## src/rtl/rf_pkg.sv

```systemverilog
// Shared widths and types for the register-file writeback scheduler.
package rf_pkg;
  localparam int RF_DW    = 16;
  localparam int RF_AW    = 3;
  localparam int RF_NREGS = 8;

  typedef logic [RF_AW-1:0] rf_addr_t;
  typedef logic [RF_DW-1:0] rf_data_t;
endpackage

```

## src/rtl/rr_arb2.sv

```systemverilog
// Two-way round-robin arbiter; last_grant advances only when a grant is taken.
module rr_arb2 (
  input  logic       clk,
  input  logic       reset,
  input  logic [1:0] req,
  input  logic       advance,
  output logic [1:0] gnt
);
  logic last_grant;

  // On contention favour the requester that did not win last time.
  always_comb begin
    gnt = req;
    if (req == 2'b11) gnt = last_grant ? 2'b01 : 2'b10;
  end

  always_ff @(posedge clk) begin
    if (reset)        last_grant <= 1'b1;
    else if (advance) last_grant <= gnt[1];
  end
endmodule

```

## src/rtl/rf_wb_sched.sv

```systemverilog
// Writeback port sharing, pending-write scoreboard and issue hazard stall
// in front of the register file.
module rf_wb_sched
  import rf_pkg::*;
#(
  parameter int DW    = RF_DW,
  parameter int AW    = RF_AW,
  parameter int NREGS = RF_NREGS
) (
  input  logic             clk,
  input  logic             reset,
  input  logic             issue_valid,
  input  logic [AW-1:0]    issue_dst,
  input  logic [AW-1:0]    issue_src_a,
  input  logic [AW-1:0]    issue_src_b,
  output logic             issue_ready,
  input  logic             wb0_valid,
  input  logic [AW-1:0]    wb0_addr,
  input  logic [DW-1:0]    wb0_data,
  output logic             wb0_ready,
  input  logic             wb1_valid,
  input  logic [AW-1:0]    wb1_addr,
  input  logic [DW-1:0]    wb1_data,
  output logic             wb1_ready,
  output logic             rf_wr,
  output logic [AW-1:0]    rf_wr_addr,
  output logic [DW-1:0]    rf_d_in,
  output logic [NREGS-1:0] busy,
  output logic             err_wb
);
  logic [1:0]       gnt;
  logic             wb_acc;
  logic             issue_fire;
  logic [NREGS-1:0] busy_nxt;

  rr_arb2 u_arb (
    .clk     (clk),
    .reset   (reset),
    .req     ({wb1_valid, wb0_valid}),
    .advance (wb_acc),
    .gnt     (gnt)
  );

  assign wb0_ready = gnt[0];
  assign wb1_ready = gnt[1];
  // A grant is only ever given to a valid requester, so any grant is an accept.
  assign wb_acc    = |gnt;

  assign issue_ready = !(busy[issue_dst] | busy[issue_src_a] | busy[issue_src_b]);
  assign issue_fire  = issue_valid && issue_ready;

  // Clear lands on the same edge the file is written; the issue stall keeps
  // a set and a clear of the same bit from ever coinciding.
  always_comb begin
    busy_nxt = busy;
    if (rf_wr)      busy_nxt[rf_wr_addr] = 1'b0;
    if (issue_fire) busy_nxt[issue_dst]  = 1'b1;
  end

  always_ff @(posedge clk) begin
    if (reset) begin
      rf_wr      <= 1'b0;
      rf_wr_addr <= '0;
      rf_d_in    <= '0;
      busy       <= '0;
      err_wb     <= 1'b0;
    end else begin
      rf_wr <= wb_acc;
      if (wb_acc) begin
        rf_wr_addr <= gnt[1] ? wb1_addr : wb0_addr;
        rf_d_in    <= gnt[1] ? wb1_data : wb0_data;
      end
      busy <= busy_nxt;
      if (rf_wr && !busy[rf_wr_addr]) err_wb <= 1'b1;
    end
  end
endmodule

```

## config.mk

```make
export PLATFORM = sky130hd
export DESIGN_NAME = rf_wb_sched
export DESIGN_NICKNAME = d
export VERILOG_FILES = /design/src/rtl/rf_pkg.sv /design/src/rtl/rr_arb2.sv /design/src/rtl/rf_wb_sched.sv
export SDC_FILE = /design/constraint.sdc
export NUM_CORES = 1
export LEC_CHECK = 0
export CAP_MARGIN = 20
export CORE_MARGIN = 5
export CORE_UTILIZATION = 29
export DETAILED_ROUTE_END_ITERATION = 16
export DONT_BUFFER_PORTS = 1
export REMOVE_ABC_BUFFERS = 1
export SYNTH_ARGS = -nofsm -noshare
export SYNTH_HDL_FRONTEND = slang
export SYNTH_HIERARCHICAL = 1
export SYNTH_SLANG_ARGS = --single-unit
export TNS_END_PERCENT = 20
```

## constraint.sdc

```tcl
create_clock -name clk -period 2.2 [get_ports clk]
set_input_delay 0.44 -clock clk [delete_from_list [all_inputs] [get_ports clk]]
set_output_delay 0.44 -clock clk [all_outputs]
set_load 0.005 [all_outputs]
```

* Word level (Yosys, flattened, before mapping)
Index checks and enable logic that the tools add are counted.
** Operators by class
- Eq/ne operators :: 1
- Mux-type cells :: 18
- Shift-type cells :: 0
- Reductions and logical operators :: 7
- Bitwise logic cells :: 5
- Divide/modulo/power cells :: 0
- $lt $le $gt $ge :: 6
- Multipliers :: 0
- Add/sub/neg operators :: 0
** Operators with widths (count)
- $lt 3x4->1 const B :: 4
- $mux 16 :: 1
- $mux 8 :: 2
- $bmux 1 s3 :: 4
- $and 8x8->8 :: 1
- $not 8->8 :: 1
- $or 8x8->8 :: 1
- $demux 1 s3 :: 2
- $ge 3x1->1 const B :: 2
- $mux 1 :: 6
- $logic_and 1x1->1 :: 4
- $mux 2 :: 2
- $mux 3 :: 1
- $eq 2x2->1 const B :: 1
- $logic_not 1->1 :: 2
- $or 1x1->1 :: 2
- $reduce_or 2->1 :: 1
** Storage, ports and cells
- Latch bits :: 0
- Bits in read-only memories :: 0
- Flip-flop bits (word level) :: 30
- RAM bits :: 0
- Bits of input ports :: 52
- Memories kept :: 0

* Longest topological paths before layout
Gate-level depths: netlist of the first run.
- Depth in word-level cells :: 9
- Gate-level depth with buffers :: 7
- Mapped depth without buffers :: 6

* Hierarchy
The synthesis of the first run kept the hierarchy.
** By module, submodules not included
- rf_wb_sched :: cells each 180, seq. area each 580.6 um^2, instances 1, area an instance 1584.0 um^2
- rr_arb2 :: cells each 6, seq. area each 20.0 um^2, instances 1, area an instance 53.8 um^2

* Worst setup path before layout of the first run
OpenSTA, ideal clock, no wires.
- Path type :: input port to output port
- Start point :: input issue_src_b[1]
- End point :: output issue_ready
- Cell stages on the path :: 4
- Path slack :: 0.225 ns
- Data arrival time :: 1.535 ns
- Path buffers :: 0
- Cell sequence :: mux4_1 > mux2i_4 > o2111ai_4 > nor2b_1
** On the way
- Longest elaborated chain between the ends :: 4
** RTL lines
- start, declared :: line rf_wb_sched.sv:15 : input logic [AW-1:0] issue_src_b,
- $bmux 1 s3 :: line rf_wb_sched.sv:49 : assign issue_ready = !(busy[issue_dst] | busy[issue_src_a] | busy[issue_src_b]);
- $mux 1 (implied by the code) :: line rf_wb_sched.sv:49
- $or 1x1->1 :: line rf_wb_sched.sv:49
- $logic_not 1->1 :: line rf_wb_sched.sv:49
- end, declared :: line rf_wb_sched.sv:16 : output logic issue_ready,
Every way passes these cells. The select of a mux whose other input is x is not followed.

* Worst setup path in the final report of the first run
- Start point :: register busy[7]
- End point :: output issue_ready
** On the way
- Longest elaborated chain between the ends :: 5
** RTL lines
- start, declared :: line rf_wb_sched.sv:28 : output logic [NREGS-1:0] busy,
- start signal, assigned :: line rf_wb_sched.sv:73 : busy <= busy_nxt;
- $bmux 1 s3 :: line rf_wb_sched.sv:49
- $mux 1 (implied by the code) :: line rf_wb_sched.sv:49
- $or 1x1->1 :: line rf_wb_sched.sv:49
- $or 1x1->1 * :: line rf_wb_sched.sv:49
- $logic_not 1->1 * :: line rf_wb_sched.sv:49
Every way passes the cells marked *; elsewhere a longest branch is shown, timed or not. The select of a mux whose other input is x is not followed.

==> impl_metrics.json, run 1 <==
{
  "met1_usage_pct": 13.60,
  "crit_type": "reg2out",
  "pwr-share-clk_pct": 36.0,
  "tightestPinTransition_ns": 0.3952,
  "synthSimpleGateAreaFrac_pct": 18.56,
  "critPathArrivalTime_ns": 1.67,
  "cp-end-kind": "primary output",
  "ys.flop_type": "dfxtp_1",
  "synthTopCellsByArea": "dfxtp_1 (37%), mux2i_1 (14%), nor2_1 (10%)",
  "p_per_area_nw_per_um2": 695.7,
  "combPwrFrac_pct": 15.8,
  "cts_tree": "yes",
  "vias": 1313,
  "switching_share_pct": 27.72,
  "grtUsageMet3_pct": 7.864,
  "grt_pass1_vias": 1418,
  "dieArea_um2": 7251,
  "timing.final.max_slew_violations": 0,
  "p_leak_nw": 0.7239,
  "fin_crit_sh_pct": 96.04,
  "cp-start-kind": "register",
  "syn2layout_area_growth_pct": 13.98,
  "synth_cell_type_count": 30,
  "clock_skew_ns": 0.003904,
  "port_buffers": 0,
  "p_int_uw": 938.8,
  "via_per_inst": 5.031,
  "synth_edf_count": 0,
  "yosysWarnings": 6,
  "core_area_um2": 5507,
  "synth_top_family_by_area": "multiplexers",
  "max_stage_delay_ns": 0.53,
  "antenna_left": 0,
  "rsz0062_at_grt": "no",
  "grt_first_pass_wirelength_um": 6982,
  "cts.clk_slew.worst_paths_ns": 0.07,
  "clock_sinks": 30,
  "fin_util_pct": 33.90,
  "drt-total-wl_um": 4382,
  "io-pin-count": 84,
  "synth.top_cells.by_count": "nor2_1 (45), dfxtp_1 (30), mux2i_1 (23)",
  "finalSetupViolCount": 0,
  "synth-seq-cells": 30,
  "crit_chain": "mux4_2 -> mux2i_4 -> o2111ai_4 -> nor2b_2",
  "dp_hpwl_um": 3316,
  "met2_usage_pct": 18.79,
  "synth_area_um2": 1638,
  "synth_most_common_cell": "nor2_1",
  "diodes": 0,
  "max_freq_ghz": 0.4733,
  "postCtsSetupBuffers": 0,
  "grt_busiest_layer": "met2",
  "initial_core_util_pct": 29.74,
  "hold_path_class": "in2reg",
  "synth.mux.area_fraction_pct": 24.98,
  "seqPwrFrac_pct": 48.2,
  "max-slew-margin-rel_pct": 73.59,
  "p_total_mw": 1.299,
  "synthArstFlopShare_pct": 0,
  "gp_congestion": 0.8050,
  "cts_buffers": 5,
  "status": "finished, final reports clean",
  "grt-ovfl-total": 0,
  "antenna_found_initial": 0,
  "critPathRequiredTime_ns": 1.76,
  "path_max_fanout": 6,
  "yosys.area.top_type": "dfxtp_1",
  "yosysSeqAreaShare_pct": 36.67,
  "final_nets": 240,
  "first_pass_iters": 4,
  "hold_viol_final": 0,
  "maxCapViolations": 0,
  "cpLargestDelayFamily": "multiplexers",
  "drt_iter0_drc": 50,
  "wire_per_inst_um": 16.79,
  "drc": 0,
  "grt_max_degree": 30,
  "grtUsageTotal_pct": 12.18,
  "yosys.area.top_type_share_pct": 36.67,
  "drive_above_1_share_pct": 14.81,
  "synthAdderAreaFrac_pct": 0,
  "rows": 27,
  "die_height_um": 85.15,
  "slowest_stage": "mux4_2",
  "fp.dieW_um": 85.15,
  "synth_xor_area_share_pct": 0,
  "h-tree-depth": 2,
  "clock_path_buffers": 2,
  "post-route-min-period_ns": 2.113,
  "power.switching_uw": 360.0,
  "cp_num_buf_inv": 0,
  "syn_area_per_cell_um2": 8.805,
  "clk_latency_ns": 0.28,
  "synthCells": 186,
  "synth-compound-area-share_pct": 16.42,
  "clock-root-buffer": "clkbuf_8",
  "vdd_drop_max_uv": 319.4
}
-- what timing repair did --
| action | CTS | global route |
|---|---|---|
| endpoints found under the hold margin | 0 | 0 |
| hold buffers | 0 | 0 |
| gates resized for setup | 2 | 1 |
| setup endpoints to repair | 1 | 1 |
-- cells in the final DEF, fill, tap and decap left out --
master | synthesis | layout
a21boi_4 | 0 | 2
o32a_1 | 1 | 1
nand3b_1 | 2 | 2
o21ai_1 | 8 | 8
clkinvlp_4 | 0 | 1
and2_1 | 1 | 1
buf_12 | 0 | 2
nand2b_1 | 5 | 5
mux2i_4 | 1 | 1
and4b_1 | 1 | 1
nand2_1 | 9 | 9
o2111ai_4 | 1 | 1
buf_4 | 0 | 4
clkinv_2 | 0 | 1
o311ai_0 | 2 | 2
a211o_1 | 1 | 1
inv_1 | 3 | 3
nor2b_2 | 0 | 1
mux4_2 | 4 | 6
nand4_1 | 1 | 1
o211ai_1 | 6 | 6
dfxtp_1 | 30 | 30
nor2b_1 | 2 | 1
nand3_1 | 1 | 1
a21oi_1 | 20 | 20
or2_2 | 1 | 1
mux2i_2 | 1 | 1
mux2i_1 | 23 | 23
clkbuf_8 | 0 | 6
a31oi_1 | 1 | 1
or3b_2 | 1 | 1
nor2_1 | 45 | 45
-- worst paths after layout --
check | startpoint | endpoint | slack [ns] | cells past startpoint
worst max-delay path | busy[7]$_SDFF_PP0_ | issue_ready | 0.09 | 4
worst min-delay path | reset | rf_d_in[15]$_SDFFE_PP0P_ | 0.23 | 1
worst max register to register | busy[7]$_SDFF_PP0_ | busy[4]$_SDFF_PP0_ | 0.56 | 5
worst min register to register | err_wb$_SDFFE_PP0P_ | err_wb$_SDFFE_PP0P_ | 0.50 | 2
-- sequential cells by signal, indices dropped and copies added, names as in the netlist --
register	cells
u_arb/last_grant	1
rf_wr_addr	3
rf_d_in	16
busy	8
rf_wr	1
err_wb	1
-- routing by layer --
metal / up-vias / part of all wire, %
met2: 84 / 44
met1: 560 / 39
met3: 7 / 15
met5: - / 0
met4: 0 / 1.3
li1: 662 / -
-- stage by stage --
step / TNS [ns] / instances / setup slack, ns / cell area [um2] / hold slack, ns
after floorplan: -24.40 / 175 / -1.197 / 1594 / 0.4604
after global placement: 0 / 253 / 0.2570 / 1777 / 0.4915
after CTS: 0 / 261 / 0.05067 / 1864 / 0.2077
after detailed placement: 0 / 253 / 0.2118 / 1777 / 0.5026
final: 0 / 261 / 0.08711 / 1867 / 0.2265
after global routing: 0 / 261 / 0.01177 / 1867 / 0.2042
-- kinds of logic after synthesis --
group | count (synthesis)
flops | 30
mux | 31
simple gates | 69
compound gates | 42
buf+inv | 14
-- power by group through the flow --
stage	clock network [mW]	registers, mW	logic [mW]
6_report	0.468	0.626	0.205
3_5_place_dp	0	0.638	0.207
4_1_cts	0.498	0.627	0.208
3_3_place_gp	0	0.639	0.202
2_1_floorplan	0	0.626	0.160
5_1_grt	0.523	0.634	0.231
-- layout make-up --
class,instances,area (um2)
clock buffer,6,82.58
multi-input combinational,142,999.7
clock inverter,2,12.51
inverter,3,11.26
tap,72,90.09
fill,566,3640
timing repair buffer,6,70.07
sequential,30,600.6
No activity file was read; power rests on OpenSTA's default activity.
==> inputs of run 2 (changes only) <==
==> constraint.sdc (replaced) <==
create_clock -name clk -period 2.2 [get_ports clk]
set_input_delay 0.22 -clock clk [delete_from_list [all_inputs] [get_ports clk]]
set_output_delay 0.22 -clock clk [all_outputs]
set_load 0.005 [all_outputs]
==> impl_metrics.json, run 2 (synthesized netlist as in run 1, its figures left out) <==
{
  "status": "finished, final reports clean",
  "initial_core_util_pct": 29.74,
  "cp-end-kind": "primary output",
  "cts.clk_slew.worst_paths_ns": 0.07,
  "mostFrequentLayoutCells": "nor2_1 (45), dfxtp_1 (30), mux2i_1 (23), a21oi_1 (20), nand2_1 (9)",
  "p_leak_nw": 0.7159,
  "final_nets": 237,
  "fin_crit_sh_pct": 92.96,
  "multi_input_area_um2": 1005,
  "syn2layout_area_growth_pct": 12.30,
  "gp_congestion": 0.9533,
  "path_max_fanout": 9,
  "wire_per_inst_um": 17.17,
  "clock_skew_ns": 0.004091,
  "max_freq_ghz": 0.4890,
  "diodes": 0,
  "dieArea_um2": 7251,
  "antenna_found_initial": 0,
  "first_pass_iters": 4,
  "cpLargestDelayFamily": "multiplexers",
  "cts_tree": "yes",
  "timing.final.max_slew_violations": 0,
  "vias": 1348,
  "grt_pass1_vias": 1411,
  "clk_latency_ns": 0.27,
  "largest_reg_flops": 16,
  "drive_above_1_share_pct": 11.29,
  "drc": 0,
  "critPathRequiredTime_ns": 1.98,
  "regArea_um2": 600.6,
  "tightestPinTransition_ns": 0.7664,
  "clock-root-buffer": "clkbuf_8",
  "nFillCells": 566,
  "rsz0062_at_grt": "no",
  "p_per_area_nw_per_um2": 699.8,
  "h-tree-depth": 2,
  "cp_num_buf_inv": 0,
  "io-pin-count": 84,
  "hold_path_class": "in2reg",
  "largest_registers": "rf_d_in x16, busy x8, rf_wr_addr x3",
  "crit_chain": "mux4_1 -> mux2i_4 -> o2111ai_4 -> nor2b_1",
  "layout_commonest_cell": "nor2_1",
  "grt_first_pass_wirelength_um": 7086,
  "core_area_um2": 5507,
  "drt-total-wl_um": 4429,
  "fp.dieW_um": 85.15,
  "maxCapViolations": 0,
  "cp-start-kind": "register",
  "post-route-min-period_ns": 2.045,
  "regMostFlops": "rf_d_in",
  "stdcell_count": 258,
  "die_height_um": 85.15,
  "port_buffers": 0,
  "clock_sinks": 30,
  "dp_hpwl_um": 3396,
  "max-slew-margin-rel_pct": 48.74,
  "slowest_stage": "mux4_1",
  "critPathArrivalTime_ns": 1.83,
  "clock_path_buffers": 2,
  "cts_buffers": 5,
  "crit_type": "reg2out",
  "grtUsageTotal_pct": 12.40,
  "finalSetupViolCount": 0,
  "vdd_drop_max_uv": 279.8,
  "drt_iter0_drc": 35,
  "via_per_inst": 5.225,
  "dp_cells": 249,
  "grt_max_degree": 41,
  "antenna_left": 0,
  "setup_tns_ns": 0,
  "grt-ovfl-total": 0,
  "hold_viol_final": 0,
  "rows": 27,
  "max_stage_delay_ns": 0.58
}
run 2: cell count changes in the layout (fill, tap and decap cells not counted), sizes merged:
cell / previous run / this run
dlygate4sd3: 0 / 1
buf: 6 / 2
run 2: worst register-to-register path: cells and delay by family, from the launching register on:
family,cells,cell delay (ns)
DFF,1,0.37
muxes,2,0.76
AOI/OAI and AO/OA,2,0.45
run 2: routing by layer:
layer | up-vias | GRT usage (%) | wire length (um)
met4 | 0 | 4.173 | 63
met2 | 79 | 20.13 | 2074
met5 | - | 0 | 0
li1 | 661 | - | -
met1 | 602 | 13.64 | 1715
met3 | 6 | 6.990 | 575
run 2: per-stage QoR:
stage               area, um2  total power [mW]  hold WS (ns)  worst slack (ns)  utilization [%]
floorplan                1594            0.7857        0.2924            -1.090                -
global placement         1734            0.8287        0.2953            0.4698            31.49
detailed placement       1734            0.8339        0.2978            0.4297            31.49
CTS                      1839             1.319       0.02625            0.1194            33.40
global route             1839             1.365       0.03209           0.05926            33.40
finish                   1839             1.287       0.04457            0.1549            33.40
run 2: path summary, 6_finish.rpt:
| check | startpoint | to | slack (ns) | cells after the start |
|---|---|---|---|---|
| max | busy[3]$_SDFF_PP0_ | issue_ready | 0.15 | 4 |
| min reg2reg | err_wb$_SDFFE_PP0P_ | err_wb$_SDFFE_PP0P_ | 0.51 | 2 |
| min | reset | u_arb/last_grant$_SDFFE_PP1P_ | 0.04 | 1 |
| max reg2reg | busy[3]$_SDFF_PP0_ | busy[5]$_SDFF_PP0_ | 0.53 | 4 |
run 2: what timing repair did:
action,in CTS,in global routing
hold endpoints to repair,20,0
buffers inserted,0,0
hold buffers,1,0
gates resized for setup,0,0
run 2: power by group:
group,internal [mW],switching (mW)
clock network,0.251,0.210
logic,0.0950,0.102
registers,0.583,0.0460
total,0.929,0.358
run 2: layout make-up:
class / count / area share, %
Clock buffer: 6 / 4.490
Multi-Input combinational cell: 142 / 54.63
Clock inverter: 2 / 0.6803
Timing Repair Buffer: 3 / 2.041
Sequential cell: 30 / 32.65
Tap cell: 72 / 4.898
Inverter: 3 / 0.6122
==> inputs of run 3 (changes only) <==
- TNS_END_PERCENT: 20 -> default
==> results of run 3 <==
The final DEF is identical to that of run 2; final timing and power are the same.
